==> config.mk <==
export PLATFORM = sky130hd
export DESIGN_NAME = ttt_dot_driver
export DESIGN_NICKNAME = d
export VERILOG_FILES = /design/src/rtl/ttt_dot_driver.sv
export SDC_FILE = /design/constraint.sdc
export NUM_CORES = 1
export LEC_CHECK = 0
export CAP_MARGIN = 20
export CORE_MARGIN = 4
export CORE_UTILIZATION = 55
export CTS_CLUSTER_SIZE = 30
export DETAILED_ROUTE_END_ITERATION = 8
export HOLD_SLACK_MARGIN = 0.06
export PLACE_DENSITY = 0.8
export SETUP_SLACK_MARGIN = 0.3
export SYNTH_ARGS = -nofsm -noshare
export SYNTH_HDL_FRONTEND = slang
export SYNTH_SLANG_ARGS = --single-unit
==> constraint.sdc <==
create_clock -name clk -period 7.4 [get_ports clk]
set_input_delay 1.48 -clock clk [delete_from_list [all_inputs] [get_ports clk]]
set_output_delay 1.48 -clock clk [all_outputs]
set_load 0.005 [all_outputs]
==> src/rtl/ttt_dot_driver.sv <==
// Row-scanning dot-matrix driver for the tic-tac-toe board: 9 glyph cells, grid lines and a turn row.
// Define TTT_DOT_BLINK_EN to build the winning-line blink logic; without it win_mask is ignored.
//
// state | meaning
// IDLE  | after reset, waiting for the first scan tick
// SCAN  | showing row row_q (0..9), advancing one row per tick
module ttt_dot_driver #(
    parameter int CLK_DIV      = 12499,
    parameter int BLINK_FRAMES = 25
) (
    input  logic        clk,
    input  logic        rst,
    input  logic        en,
    input  logic [17:0] board,
    input  logic        turn_o,
    input  logic [8:0]  win_mask,
    output logic [9:0]  dot_row,
    output logic [13:0] dot_col,
    output logic        frame_start
);

    localparam int DIV_W = (CLK_DIV > 0) ? $clog2(CLK_DIV + 1) : 1;

    typedef enum logic {IDLE, SCAN} state_t;

    state_t             state_q, state_d;
    logic [3:0]         row_q, row_d;
    logic [DIV_W-1:0]   div_cnt_q, div_cnt_d;
    logic               tick;
    logic               enter_row0;

    logic [17:0]        board_sh_q, board_sh_d;
    logic               turn_sh_q, turn_sh_d;
    logic [8:0]         blank_sh_q, blank_sh_d;

    logic [17:0]        src_board;
    logic               src_turn;
    logic [8:0]         src_blank;
    logic [8:0]         snap_blank;

    logic [9:0]         dot_row_q, dot_row_d;
    logic [13:0]        dot_col_q, dot_col_d;
    logic               frame_start_q, frame_start_d;

    function automatic logic [13:0] render_row(input logic [3:0]  r,
                                                input logic [17:0] b,
                                                input logic        t,
                                                input logic [8:0]  blank);
        logic [13:0] col;
        logic [1:0]  code;
        logic [3:0]  g;
        int          cr;
        int          gr;
        int          k;
        col = '0;
        if (r == 4'd9) begin
            col = t ? 14'b11110000000000 : 14'b00000000001111;
        end else begin
            cr = int'(r) / 3;
            gr = int'(r) % 3;
            col[4] = 1'b1;
            col[9] = 1'b1;
            for (int c = 0; c < 3; c++) begin
                k    = cr * 3 + c;
                code = b[2*k +: 2];
                if (blank[k]) code = 2'b00;
                case (code)
                    2'b01:   g = (gr == 1) ? 4'b0110 : 4'b1001;
                    2'b10:   g = (gr == 1) ? 4'b1001 : 4'b0110;
                    2'b11:   g = 4'b1111;
                    default: g = 4'b0000;
                endcase
                col[5*c +: 4] = g;
            end
        end
        return col;
    endfunction

    assign tick      = (div_cnt_q == DIV_W'(CLK_DIV));
    assign div_cnt_d = tick ? '0 : div_cnt_q + 1'b1;

    always_comb begin
        state_d    = state_q;
        row_d      = row_q;
        enter_row0 = 1'b0;
        if (tick) begin
            case (state_q)
                IDLE: begin
                    state_d    = SCAN;
                    row_d      = '0;
                    enter_row0 = 1'b1;
                end
                SCAN: begin
                    if (row_q == 4'd9) begin
                        row_d      = '0;
                        enter_row0 = 1'b1;
                    end else begin
                        row_d = row_q + 4'd1;
                    end
                end
                default: state_d = IDLE;
            endcase
        end
    end

`ifdef TTT_DOT_BLINK_EN
    localparam int FC_W = (BLINK_FRAMES > 1) ? $clog2(BLINK_FRAMES) : 1;

    logic [FC_W-1:0] frame_cnt_q, frame_cnt_d;
    logic            blink_phase_q, blink_phase_d;

    // The frame being snapshotted renders with the phase held before this snapshot's update.
    assign snap_blank = blink_phase_q ? win_mask : 9'd0;

    always_comb begin
        frame_cnt_d   = frame_cnt_q;
        blink_phase_d = blink_phase_q;
        if (enter_row0) begin
            if (win_mask == 9'd0) begin
                frame_cnt_d   = '0;
                blink_phase_d = 1'b0;
            end else if (frame_cnt_q == FC_W'(BLINK_FRAMES - 1)) begin
                frame_cnt_d   = '0;
                blink_phase_d = ~blink_phase_q;
            end else begin
                frame_cnt_d = frame_cnt_q + 1'b1;
            end
        end
    end

    always_ff @(posedge clk or negedge rst) begin
        if (!rst) begin
            frame_cnt_q   <= '0;
            blink_phase_q <= 1'b0;
        end else begin
            frame_cnt_q   <= frame_cnt_d;
            blink_phase_q <= blink_phase_d;
        end
    end
`else
    localparam int BLINK_FRAMES_UNUSED = BLINK_FRAMES;
    logic win_mask_unused;
    assign win_mask_unused = ^win_mask;
    assign snap_blank      = 9'd0;
`endif

    // Row 0 is built from the live inputs on the snapshot edge; later rows use the shadows.
    assign src_board = enter_row0 ? board      : board_sh_q;
    assign src_turn  = enter_row0 ? turn_o     : turn_sh_q;
    assign src_blank = enter_row0 ? snap_blank : blank_sh_q;

    always_comb begin
        board_sh_d    = board_sh_q;
        turn_sh_d     = turn_sh_q;
        blank_sh_d    = blank_sh_q;
        frame_start_d = enter_row0;
        dot_row_d     = dot_row_q;
        dot_col_d     = dot_col_q;
        if (enter_row0) begin
            board_sh_d = board;
            turn_sh_d  = turn_o;
            blank_sh_d = snap_blank;
        end
        if (!en) begin
            dot_row_d = '0;
            dot_col_d = '0;
        end else if (tick) begin
            dot_row_d = 10'd1 << row_d;
            dot_col_d = render_row(row_d, src_board, src_turn, src_blank);
        end
    end

    always_ff @(posedge clk or negedge rst) begin
        if (!rst) begin
            state_q       <= IDLE;
            row_q         <= '0;
            div_cnt_q     <= '0;
            board_sh_q    <= '0;
            turn_sh_q     <= 1'b0;
            blank_sh_q    <= '0;
            dot_row_q     <= '0;
            dot_col_q     <= '0;
            frame_start_q <= 1'b0;
        end else begin
            state_q       <= state_d;
            row_q         <= row_d;
            div_cnt_q     <= div_cnt_d;
            board_sh_q    <= board_sh_d;
            turn_sh_q     <= turn_sh_d;
            blank_sh_q    <= blank_sh_d;
            dot_row_q     <= dot_row_d;
            dot_col_q     <= dot_col_d;
            frame_start_q <= frame_start_d;
        end
    end

    assign dot_row     = dot_row_q;
    assign dot_col     = dot_col_q;
    assign frame_start = frame_start_q;

endmodule

==> summary.txt <==
Power
  – Max VDD drop: 0.108 mV
  – Ratio of total power to cell area: 154 mW/mm^2
  – P_sw: 0.157 mW
  – Cell Int Power: 0.576 mW
  – Clock power share: 45.3%
  – Sequential power share: 49.3%
  – Leakage: 2.34 nW
  – Sw Ratio: 21.5%
  – Share of power burned in combinational logic: 5.3%

Synthesis
  – Post-synth EDFFs: 0
  – Top cell type's share of synthesized area: 40.2%
  – Mapped Cells: 398
  – Complex-gate fraction of the synthesized area: 12.7%
  – Syn Area/Cell: 10.2 um^2
  – Mapped cell area: 0.00404 mm^2
  – Synth Area in XOR/XNOR: 4.12%
  – Largest area contributor in the netlist: dfrtp_1
  – #FFs+latches synth: 65
  – Post-Syn Nets: 441
  – Multiplexer area fraction after synthesis: 15.0%
  – Post-Synth Adder-Cell Area: 3.71%
  – Asr flop ratio synth: 100%
  – Yosys Warn Count: 0
  – Netlist cell types: 69
  – Post-synthesis sequential area ratio: 40.2%
  – Ys flop type: dfrtp_1
  – Synth Area in Simple Gates: 18.1%
  – Combinational family with the most area after synthesis: simple AND/OR/NAND/NOR gates
  – Largest cells by area after synthesis: dfrtp_1 40%, mux2i_1 9.2%, mux4_2 4.5%, ha_1 3.7%, nand2_1 2.9%

STA
  – Worst-margin pin slew: 0.821 ns
  – Final worst setup slack: 0.792 ns
  – Endpoints failing setup: 0
  – Slew HR: 45.3%
  – Worst Skew: 0.00702 ns
  – Minimum clock period: 6.61 ns
  – Period utilization: 89.3%
  – Final hold vios: 0
  – Setup TNS: 0 ns
  – Final Max Tran Viols: 0
  – RSZ-0062 raised after global routing: false
  – Min Hold Slack: 0.512 ns
  – Max frequency: 151 MHz

Job
  – Maxcap violations: 0

CTS
  – Cts bufs inserted: 9
  – CTS clock-pin slew for the worst setup and hold paths: 0.07 ns
  – Max Root-Sink Buffers: 2
  – CTS H-tree lvls: 3
  – Insertion delay to the later sink of the worst-skew pair: 0.34 ns
  – CTS root buffer: clkbuf_8
  – TritonCTS clock tree: built
  – Clock Sinks: 65
  – CTS Hold Buffers Added: 0

Detailed routing
  – Avg WL per Cell: 16.3 um
  – Met3 routed WL: 514 um
  – Metal1 wirelength: 3960 um
  – ANT nets after route: 0
  – Max Used Layer: met4
  – Drt drc: 0
  – Pre-antenna DRT Iters: 4
  – Post-Route WL: 8770 um
  – Vias: 3,121
  – Vias/cell: 5.79
  – Met2 WL: 4210 um
  – Drt first-iter violations: 192

Floorplan
  – Ports: 56
  – Initial Util: 57.9%
  – Chip height: 93.7 um
  – Die area: 0.00879 mm^2
  – Chip width: 93.7 um
  – Row count: 30
  – Core Area: 0.00698 mm^2

Placement
  – I/O Buffers: 46
  – Final HPWL DP: 6220 um
  – Inst Count DP: 524
  – Gpl congestion: 0.966
  – DP Worst Slack: 0.741 ns
  – DP Area: 0.00453 mm^2

Cells and area
  – Final Cell Area: 0.00475 mm^2
  – Layout fillers: 576
  – Post-route insts no fill: 539
  – Share of cells above drive strength 1: 10.8%
  – N_diodes: 0
  – P&R area growth vs syn: 17.4%
  – Final net count: 482

Global route
  – Antenna violations before repair: 0
  – Vias in the first global route: 3,045
  – Total track usage: 21.4%
  – Largest net degree at the start of global routing: 66
  – First-pass GRT wire length: 14,700 um
  – GRT Residual Overflow: 0

Setup path
  – WP data required: 7.68 ns
  – CP Max Fanout: 28
  – Critical Path Max Stage Delay: 0.52 ns
  – Critical Path Most Common Cell: ha_1
  – Crit path buf inv count: 3
  – Crit. End Element: register
  – Crit path kind: reg -> reg
  – CP max stage cell: or3_4
  – WP data arrival: 6.89 ns
  – Critical path's top delay family: compound AO/OA/AOI/OAI gates
  – CP Cell Sequence: ha_1, and4bb_4, nand4_4, or3_4, a211oi_4, ha_1, inv_1, nand3_4, inv_4, xnor2_1, ha_1, a21oi_1, o211a_4, clkinv_2, ha_1, ha_1, xnor2_2, mux2_2, o2111ai_1, o211ai_1, o221ai_1, nor2_1, o31ai_1, a22o_1
  – Crit path launch type: register

Status
  – Outcome: completed

Worst hold path
  – Tightest Hold Check Type: reg -> reg
==> cell usage in the layout, fill, tap and decap left out, types with 11 or more instances in the layout <==
cell type        instances
nor2_1                  22
ha_1                    12
xnor2_1                 11
clkdlybuf4s50_1         45
dfrtp_1                 65
nand3_1                 15
nand2_1                 31
mux2i_1                 37
inv_1                   29
a21oi_1                 12
and2_1                  15
==> routing by layer <==
| layer | global-route usage [%] | vias to the layer above |
|---|---|---|
| met2 | 33.6 | 84 |
| li1 | - | 1497 |
| met3 | 4.33 | 8 |
| met4 | 6.86 | 0 |
| met5 | 0 | - |
| met1 | 29.7 | 1532 |
==> cells in the mapped netlist (4+ instances only) <==
cell,count
a21oi_1,12
a22o_1,4
a22oi_1,4
and2_1,15
buf_4,7
clkbuf_1,9
dfrtp_1,65
ha_1,12
inv_1,29
mux2_2,4
mux2i_1,37
mux4_2,8
nand2_1,31
nand2b_1,4
nand3_1,15
nor2_1,22
nor2b_1,8
nor3_1,8
nor4_1,5
o211ai_1,5
o21ai_0,9
o31ai_1,4
xnor2_1,12
xor2_1,7
==> per-stage QoR <==
| step | utilization (%) | total power, mW |
|---|---|---|
| 4_1_cts | 67.9 | 0.737 |
| 3_5_place_dp | 64.9 | 0.408 |
| 6_report | 68.0 | 0.733 |
| 3_3_place_gp | 64.9 | 0.407 |
| 5_1_grt | 68.0 | 0.761 |
| 2_1_floorplan | - | 0.384 |
==> repair_timing <==
| item | CTS | global route |
|---|---|---|
| setup endpoints to repair | 0 | 2 |
| setup buffers | 0 | 0 |
| resized for setup | 0 | 1 |
| endpoints found under the hold margin | 0 | 0 |
==> power groups by stage <==
stage                     registers, mW  clock network (mW)  logic (mW)
final                             0.362               0.332      0.0390
after CTS                         0.362               0.335      0.0396
after floorplan                   0.368                   0      0.0160
after global placement            0.368                   0      0.0385
after global routing              0.362               0.355      0.0435
after detailed placement          0.369                   0      0.0391
==> cell families (layout without fill, tap and decap cells) <==
| kind of cell | Yosys count | count (layout) |
|---|---|---|
| simple gates | 131 | 131 |
| compound gates | 68 | 68 |
| flops | 65 | 65 |
| buf+inv | 53 | 98 |
| mux | 50 | 50 |
| xor+xnor | 19 | 19 |
| fa+ha+maj | 12 | 12 |
==> tightest hold or removal path, cell delays in order, from the launching register on <==
cell     delay (ns)
dfrtp_1        0.32
mux2i_1        0.08
inv_1          0.07
==> sequential cells by signal, indices dropped and copies added (netlist names) <==
register     count
dot_col          7
state_q          1
frame_start      1
board_sh_q      18
dot_row         10
blank_sh_q       9
div_cnt_q       14
turn_sh_q        1
row_q            4
==> area by class of cell <==
| type | instances | area, um^2 | share of cell area, % |
|---|---|---|---|
| Clock buffer | 12 | 145 | 3.06 |
| Clock inverter | 3 | 65.1 | 1.37 |
| Inverter | 32 | 124 | 2.61 |
| Multi-Input combinational cell | 280 | 2170 | 45.8 |
| Sequential cell | 65 | 1630 | 34.3 |
| Tap cell | 96 | 120 | 2.53 |
| Timing Repair Buffer | 51 | 493 | 10.4 |
==> path summary, 6_finish.rpt <==
path | slack [ns] | start | endpoint | cells past startpoint
worst max-delay path | 0.79 | div_cnt_q[1]$_DFF_PN0_ | dot_col[10]$_DFFE_PN0P_ | 24
worst min-delay path | 0.51 | board_sh_q[7]$_DFF_PN0_ | board_sh_q[7]$_DFF_PN0_ | 2
worst max register to register | 0.79 | div_cnt_q[1]$_DFF_PN0_ | dot_col[10]$_DFFE_PN0P_ | 24
worst min register to register | 0.51 | board_sh_q[7]$_DFF_PN0_ | board_sh_q[7]$_DFF_PN0_ | 2
max in group asynchronous | 5.55 | rst | board_sh_q[4]$_DFF_PN0_ | 2
min in group asynchronous | 1.30 | rst | div_cnt_q[9]$_DFF_PN0_ | 2
No activity file was read; power rests on OpenSTA's default activity.
